**src/rtl/apb_strb_completer_if.sv**
```systemverilog
// APB4 completer-side bus bundle for apb_strb_completer.
interface apb_strb_completer_if #(
    parameter int unsigned ADDR_W = 8
);
    logic              PSEL;
    logic              PENABLE;
    logic              PWRITE;
    logic [ADDR_W-1:0] PADDR;
    logic [31:0]       PWDATA;
    logic [3:0]        PSTRB;
    logic [31:0]       PRDATA;
    logic              PREADY;
    logic              PSLVERR;

    modport master (
        output PSEL, PENABLE, PWRITE, PADDR, PWDATA, PSTRB,
        input  PRDATA, PREADY, PSLVERR
    );

    modport slave (
        input  PSEL, PENABLE, PWRITE, PADDR, PWDATA, PSTRB,
        output PRDATA, PREADY, PSLVERR
    );
endinterface

```
**src/rtl/apb_strb_completer.sv**
```systemverilog
// APB4 completer: byte-strobed 32-bit register bank with programmable wait states and PSLVERR.
// Build macro RO_ID_EN turns register 0 into a read-only ID register.
module apb_strb_completer #(
    parameter int unsigned NUM_REGS    = 16,
    parameter int unsigned ADDR_W      = 8,
    parameter int unsigned WAIT_STATES = 1
) (
    input  logic                    PCLK,
    input  logic                    PRESET,
    apb_strb_completer_if.slave     apb,
    output logic [32*NUM_REGS-1:0]  regs_flat
);
    localparam int unsigned IDX_W = $clog2(NUM_REGS);
    localparam int unsigned CNT_W = 4;
    localparam logic [CNT_W-1:0] WAIT_LOAD = CNT_W'(WAIT_STATES);
    localparam logic             NO_WAIT   = (WAIT_STATES == 0);
    localparam logic [31:0]      ID_VALUE  = 32'hA9B0_0001;

    localparam logic [1:0] ST_IDLE   = 2'd0;
    localparam logic [1:0] ST_SETUP  = 2'd1;
    localparam logic [1:0] ST_ACCESS = 2'd2;

    typedef struct packed {
        logic             write;
        logic             err;
        logic [IDX_W-1:0] idx;
        logic [31:0]      wdata;
        logic [3:0]       strb;
    } xfer_t;

    logic [1:0]       state_q;
    logic [1:0]       state_d;
    logic [1:0]       phase_c;
    logic [CNT_W-1:0] cnt_q;
    logic [CNT_W-1:0] cnt_d;
    xfer_t            xfer_q;
    xfer_t            xfer_d;
    xfer_t            bus_x_c;
    xfer_t            resp_x_c;
    logic             pready_q;
    logic             pready_d;
    logic             pslverr_q;
    logic             pslverr_d;
    logic [31:0]      prdata_q;
    logic [31:0]      prdata_d;
    logic [31:0]      rd_word_c;
    logic [31:0]      rdata_c;
    logic             done_c;
    logic             setup_c;
    logic             commit_c;
    logic [31:0]      regs [NUM_REGS];

    // Classify a transfer from its address phase attributes.
    function automatic xfer_t decode(input logic [ADDR_W-1:0] addr,
                                     input logic              write,
                                     input logic [31:0]       wdata,
                                     input logic [3:0]        strb);
        xfer_t x;
        x.write = write;
        x.wdata = wdata;
        x.strb  = strb;
        x.idx   = addr[IDX_W+1:2];
        x.err   = (addr[1:0] != 2'b00)
                || (32'(addr[ADDR_W-1:2]) >= NUM_REGS)
                || (!write && (strb != 4'b0000));
`ifdef RO_ID_EN
        if (write && (32'(addr[ADDR_W-1:2]) == 32'd0)) begin
            x.err = 1'b1;
        end
`endif
        return x;
    endfunction

    function automatic logic [31:0] merge_bytes(input logic [31:0] old,
                                                input logic [31:0] wdata,
                                                input logic [3:0]  strb);
        logic [31:0] r;
        r = old;
        for (int i = 0; i < 4; i++) begin
            if (strb[i]) begin
                r[8*i +: 8] = wdata[8*i +: 8];
            end
        end
        return r;
    endfunction

    // The cycle holding PREADY is the last ACCESS cycle; a new SETUP may overlap it.
    assign done_c   = (state_q == ST_ACCESS) && (cnt_q == '0);
    assign setup_c  = apb.PSEL && !apb.PENABLE && ((state_q == ST_IDLE) || done_c);
    assign phase_c  = setup_c ? ST_SETUP : state_q;
    assign commit_c = done_c && xfer_q.write && !xfer_q.err;
    assign bus_x_c  = decode(apb.PADDR, apb.PWRITE, apb.PWDATA, apb.PSTRB);
    assign resp_x_c = (phase_c == ST_SETUP) ? bus_x_c : xfer_q;

    // Read word with forwarding of a write committing on the same edge.
    always_comb begin
        rd_word_c = regs[resp_x_c.idx];
        if (commit_c && (xfer_q.idx == resp_x_c.idx)) begin
            rd_word_c = merge_bytes(rd_word_c, xfer_q.wdata, xfer_q.strb);
        end
`ifdef RO_ID_EN
        if (resp_x_c.idx == '0) begin
            rd_word_c = ID_VALUE;
        end
`endif
    end

    assign rdata_c = (resp_x_c.write || resp_x_c.err) ? 32'h0 : rd_word_c;

    // Next-state and next-output logic.
    always_comb begin
        state_d   = state_q;
        cnt_d     = cnt_q;
        xfer_d    = xfer_q;
        pready_d  = 1'b0;
        pslverr_d = 1'b0;
        prdata_d  = 32'h0;
        case (phase_c)
            ST_SETUP: begin
                xfer_d  = bus_x_c;
                cnt_d   = WAIT_LOAD;
                state_d = ST_ACCESS;
                if (NO_WAIT) begin
                    pready_d  = 1'b1;
                    pslverr_d = bus_x_c.err;
                    prdata_d  = rdata_c;
                end
            end
            ST_ACCESS: begin
                if (cnt_q == '0) begin
                    state_d = ST_IDLE;
                end else if (!(apb.PSEL && apb.PENABLE)) begin
                    state_d = ST_IDLE;
                    cnt_d   = '0;
                end else begin
                    cnt_d = cnt_q - CNT_W'(1);
                    if (cnt_q == CNT_W'(1)) begin
                        pready_d  = 1'b1;
                        pslverr_d = xfer_q.err;
                        prdata_d  = rdata_c;
                    end
                end
            end
            default: ;
        endcase
    end

    always_ff @(posedge PCLK) begin
        if (PRESET) begin
            state_q   <= ST_IDLE;
            cnt_q     <= '0;
            xfer_q    <= '0;
            pready_q  <= 1'b0;
            pslverr_q <= 1'b0;
            prdata_q  <= 32'h0;
        end else begin
            state_q   <= state_d;
            cnt_q     <= cnt_d;
            xfer_q    <= xfer_d;
            pready_q  <= pready_d;
            pslverr_q <= pslverr_d;
            prdata_q  <= prdata_d;
        end
    end

    // Register bank: byte-lane writes land on the edge closing the PREADY cycle.
    always_ff @(posedge PCLK) begin
        if (PRESET) begin
            for (int k = 0; k < int'(NUM_REGS); k++) begin
                regs[k] <= 32'h0;
            end
        end else if (commit_c) begin
            regs[xfer_q.idx] <= merge_bytes(regs[xfer_q.idx], xfer_q.wdata, xfer_q.strb);
        end
    end

    always_comb begin
        regs_flat = '0;
        for (int k = 0; k < int'(NUM_REGS); k++) begin
            regs_flat[32*k +: 32] = regs[k];
        end
`ifdef RO_ID_EN
        regs_flat[31:0] = ID_VALUE;
`endif
    end

    assign apb.PREADY  = pready_q;
    assign apb.PSLVERR = pslverr_q;
    assign apb.PRDATA  = prdata_q;

endmodule
```
**src/flat_wrapper.sv**
```systemverilog
// flat-port wrapper written by rule: the top's interface ports become plain ports
module apb_strb_completer_flat 
#(
    parameter int unsigned NUM_REGS    = 16,
    parameter int unsigned ADDR_W      = 8,
    parameter int unsigned WAIT_STATES = 1
)
  (PCLK, PRESET, regs_flat, apb_PSEL, apb_PENABLE, apb_PWRITE, apb_PADDR, apb_PWDATA, apb_PSTRB, apb_PRDATA, apb_PREADY, apb_PSLVERR);
  apb_strb_completer_if #(.ADDR_W(ADDR_W)) apb_i ();
  input  logic PCLK;
  input  logic PRESET;
  output logic [32*NUM_REGS-1:0] regs_flat;
  input wire logic [$bits(apb_i.PSEL)-1:0] apb_PSEL;
  input wire logic [$bits(apb_i.PENABLE)-1:0] apb_PENABLE;
  input wire logic [$bits(apb_i.PWRITE)-1:0] apb_PWRITE;
  input wire logic [$bits(apb_i.PADDR)-1:0] apb_PADDR;
  input wire logic [$bits(apb_i.PWDATA)-1:0] apb_PWDATA;
  input wire logic [$bits(apb_i.PSTRB)-1:0] apb_PSTRB;
  output wire logic [$bits(apb_i.PRDATA)-1:0] apb_PRDATA;
  output wire logic [$bits(apb_i.PREADY)-1:0] apb_PREADY;
  output wire logic [$bits(apb_i.PSLVERR)-1:0] apb_PSLVERR;
  assign apb_i.PSEL = apb_PSEL;
  assign apb_i.PENABLE = apb_PENABLE;
  assign apb_i.PWRITE = apb_PWRITE;
  assign apb_i.PADDR = apb_PADDR;
  assign apb_i.PWDATA = apb_PWDATA;
  assign apb_i.PSTRB = apb_PSTRB;
  assign apb_PRDATA = apb_i.PRDATA;
  assign apb_PREADY = apb_i.PREADY;
  assign apb_PSLVERR = apb_i.PSLVERR;
  apb_strb_completer #(.NUM_REGS(NUM_REGS), .ADDR_W(ADDR_W), .WAIT_STATES(WAIT_STATES)) u_core (.PCLK(PCLK), .PRESET(PRESET), .apb(apb_i), .regs_flat(regs_flat));
endmodule
```
**config.mk**
```make
export PLATFORM = sky130hd
export DESIGN_NAME = apb_strb_completer_flat
export DESIGN_NICKNAME = d
export VERILOG_FILES = /design/src/rtl/apb_strb_completer_if.sv /design/src/rtl/apb_strb_completer.sv /design/src/flat_wrapper.sv
export SDC_FILE = /design/constraint.sdc
export NUM_CORES = 1
export LEC_CHECK = 0
export ABC_AREA = 1
export BUFFER_PORTS_ARGS = -buffer_cell sky130_fd_sc_hd__buf_4
export CORE_AREA = 2 2 233 235
export CTS_BUF_LIST = sky130_fd_sc_hd__clkbuf_8
export DETAILED_ROUTE_END_ITERATION = 10
export DIE_AREA = 0 0 235 237
export PLACE_DENSITY = 0.78
export SYNTH_ARGS = -nofsm -noshare
export SYNTH_HDL_FRONTEND = slang
export SYNTH_SLANG_ARGS = --single-unit
```
**constraint.sdc**
```tcl
create_clock -name PCLK -period 2.5 [get_ports PCLK]
set_input_delay 0.125 -clock PCLK [delete_from_list [all_inputs] [get_ports PCLK]]
set_output_delay 0.125 -clock PCLK [all_outputs]
set_load 0.1 [all_outputs]
```
==> metrics.txt <==
Die X 235 um; drt total wl roughly 110000 um; post-synthesis sequential area ratio 60.2%; clock-pin slew of the registers on the worst-case setup and hold paths 0.06 ns; Post-DRT Antenna Nets 0; minimum clock period 2.39 ns; Residual DRC 0; root buf cell clkbuf_8; Post-Place Worst Slack -0.0385 ns; Core ar. roughly 0.053 sq mm; syn_area_per_cell 8.77 sq um; Synth top cells by count 649 x nand3_1, 569 x inv_1, 542 x nor2_1; Cells after Synth 3218; f_max 419 MHz; worst-margin pin slew 0.837 ns; placed cells 4481; Final Cycle Share 95.5%; Synth Register Bits 593; Starting DRT DRC Count 4033; DR vias 26512; R2R setup slack 0.11 ns; TritonCTS clock tree yes; fillcell total around 4000; Worst Hold Class in -> reg; Port Buffers about 590; Final Setup Violations 0; I/O pin total roughly 600; count leader, synth nand3_1; Most used DFF post-synth edfxtp_1; Worst Clk Skew 0.0265 ns; Syn Nets 3270; Starting Density a little over half; number of synthesized flops with an enable pin 512; CP Launch Type flop; max_cap viols 0; Unique masters post-synth 33; WS Path Type reg -> reg; post-route insts no fill 4708; Worst EP required 3.10 ns; Slew headroom 43.9%; Synth Cell Area 0.0282 sq mm; arrival time worst endpoint 2.99 ns; Pins Over Slew Limit 0; row count 85; initial antenna violation count 2; Synth async-reset ratio 0%; PnR Total Power around 0.026 W; setup ws final ~0.11 ns; Die Height 237 um; top cells by area, synth edfxtp_1 54%, nand3_1 12%, inv_1 7.6%; Pleak 16.9 nW; Worst-Skew Late Latency ~0.7 ns; Area Growth Syn to Fin 30.8%; Synth top area share 54.5%; Nets 3982; pwr/cell area roughly 690 mW/mm^2; first-pass GRT wire length 154000 um; post-route setup TNS 0 ns; Worst Setup End Kind flop; Max Root-Sink Buffers 3; drt pass-1 iters 6; per-cell routed wire length 22.7 um; largest net degree at the start of global routing 71; total grt overflow 0; post-DR vias/cell about 5.6; number of global-route vias before repair 24805; cell taking the most area after synthesis edfxtp_1; die area 0.0557 sq mm; H-tree Lvls 3; HPWL Detailed 74200 um; CTS Buf Count 95; CP max FO 49; layout cells sized above 1 between 20% and 30%; worst vdd ir 0.000465 V; Final Hold Viols 0; CTS sink count slightly below 600; gr usage total 36.9%; YS warnings 0; Post-Route Utilization 69.3%; RD Place Congestion 0.962; status finished clean
==> worst max-delay path, stage by stage, from the launching register on <==
cell,delay [ns]
dfxtp_1,0.35
inv_1,0.08
ha_2,0.20
nand2_4,0.10
nand2_8,0.09
nand2_8,0.17
nand2_8,0.13
nand2_8,0.22
buf_12,0.27
nand2_1,0.10
nand3_1,0.08
nand3_1,0.13
nand3_1,0.13
nand3_1,0.09
nand2_1,0.07
inv_1,0.04
==> cells in the final DEF, fill, tap and decap left out, types with 8 or more instances in the layout <==
master         count
buf_4            711
nand3_1          643
inv_1            600
nor2_1           540
edfxtp_1         512
nand2_1          490
clkbuf_8         112
dfxtp_1           80
nand2_2           47
dlygate4sd3_1     43
a21oi_1           42
clkinv_1          40
o21ai_0           40
buf_12            29
clkinv_2          14
bufinv_16          8
==> per-layer routing <==
| metal | GRT usage [%] | part of all wire, % | vias up |
|---|---|---|---|
| li1 | - | - | 11696 |
| met2 | 60.1 | 47 | 2234 |
| met1 | 46.7 | 35 | 12195 |
| met4 | 18.7 | 5.5 | 2 |
| met3 | 7.93 | 13 | 385 |
| met5 | 0 | 0.096 | - |
==> metrics by stage <==
stage / area (sq um) / hold WS (ns)
2_1_floorplan: 28200 / 0.318
3_3_place_gp: 34300 / 0.406
3_5_place_dp: 34300 / 0.404
4_1_cts: 36800 / 0.0565
5_1_grt: 36900 / 0.146
6_report: 36900 / 0.115
==> registers in the layout (all words and copies together) (netlist names) <==
name                flops
u_core.apb.PRDATA      32
u_core.state_q          1
u_core.xfer_q          42
u_core.cnt_q            4
u_core.apb.PSLVERR      1
u_core.regs           512
u_core.apb.PREADY       1
==> cell type report <==
cell class / count / area [sq um] / share of cell area, %
clock buffers: 112 / 1540 / 4.17
multi-input cells: 1844 / 8260 / 22.4
repair buffers: 792 / 6500 / 17.6
flip-flops and latches: 593 / 17000 / 46.0
inverters: 604 / 2270 / 6.15
clock inverters: 64 / 479 / 1.30
diodes: 3 / 7.51 / 0.0203
well taps: 696 / 871 / 2.36
==> logic make-up (layout without fill, tap and decap cells) <==
family	count (synthesis)	in the layout	share of synthesized area [%]
other	0	3	0
adders and majority gates	3	3	0.133
and+or+nand+nor	1750	1752	26.9
buffers and inverters	783	1572	11.1
AOI/OAI and AO/OA	88	88	1.63
DFF	593	593	60.2
xor gates and xnor gates	1	1	0.0310
==> path summary, 6_finish.rpt <==
| kind | startpoint | endpoint | cells after the start |
|---|---|---|---|
| setup / recovery | u_core.cnt_q[1] | u_core.apb.PRDATA[8] | 15 |
| hold / removal | apb_PADDR[7] | u_core.xfer_q[40] | 7 |
| setup reg to reg | u_core.cnt_q[1] | u_core.apb.PRDATA[8] | 15 |
| hold reg to reg | u_core.xfer_q[40] | u_core.apb.PSLVERR | 2 |
==> report_power, final <==
group	total (W)	leakage [nW]	switching, W	internal, W
combinational	0.00537	9.79	0.00421	0.00117
sequential	0.0114	5.94	0.000292	0.0111
clock	0.00890	1.16	0.00400	0.00490
==> what timing repair did <==
action | CTS | global route
gates cloned | 0 | 3
pin swaps | 0 | 2
buffers inserted | 0 | 2
endpoints found under the hold margin | 47 | 0
gates resized for setup | 2 | 28
endpoints found under the setup margin | 15 | 132
hold buffers | 43 | 0
Note: power is estimated with default switching activity, not from simulation.
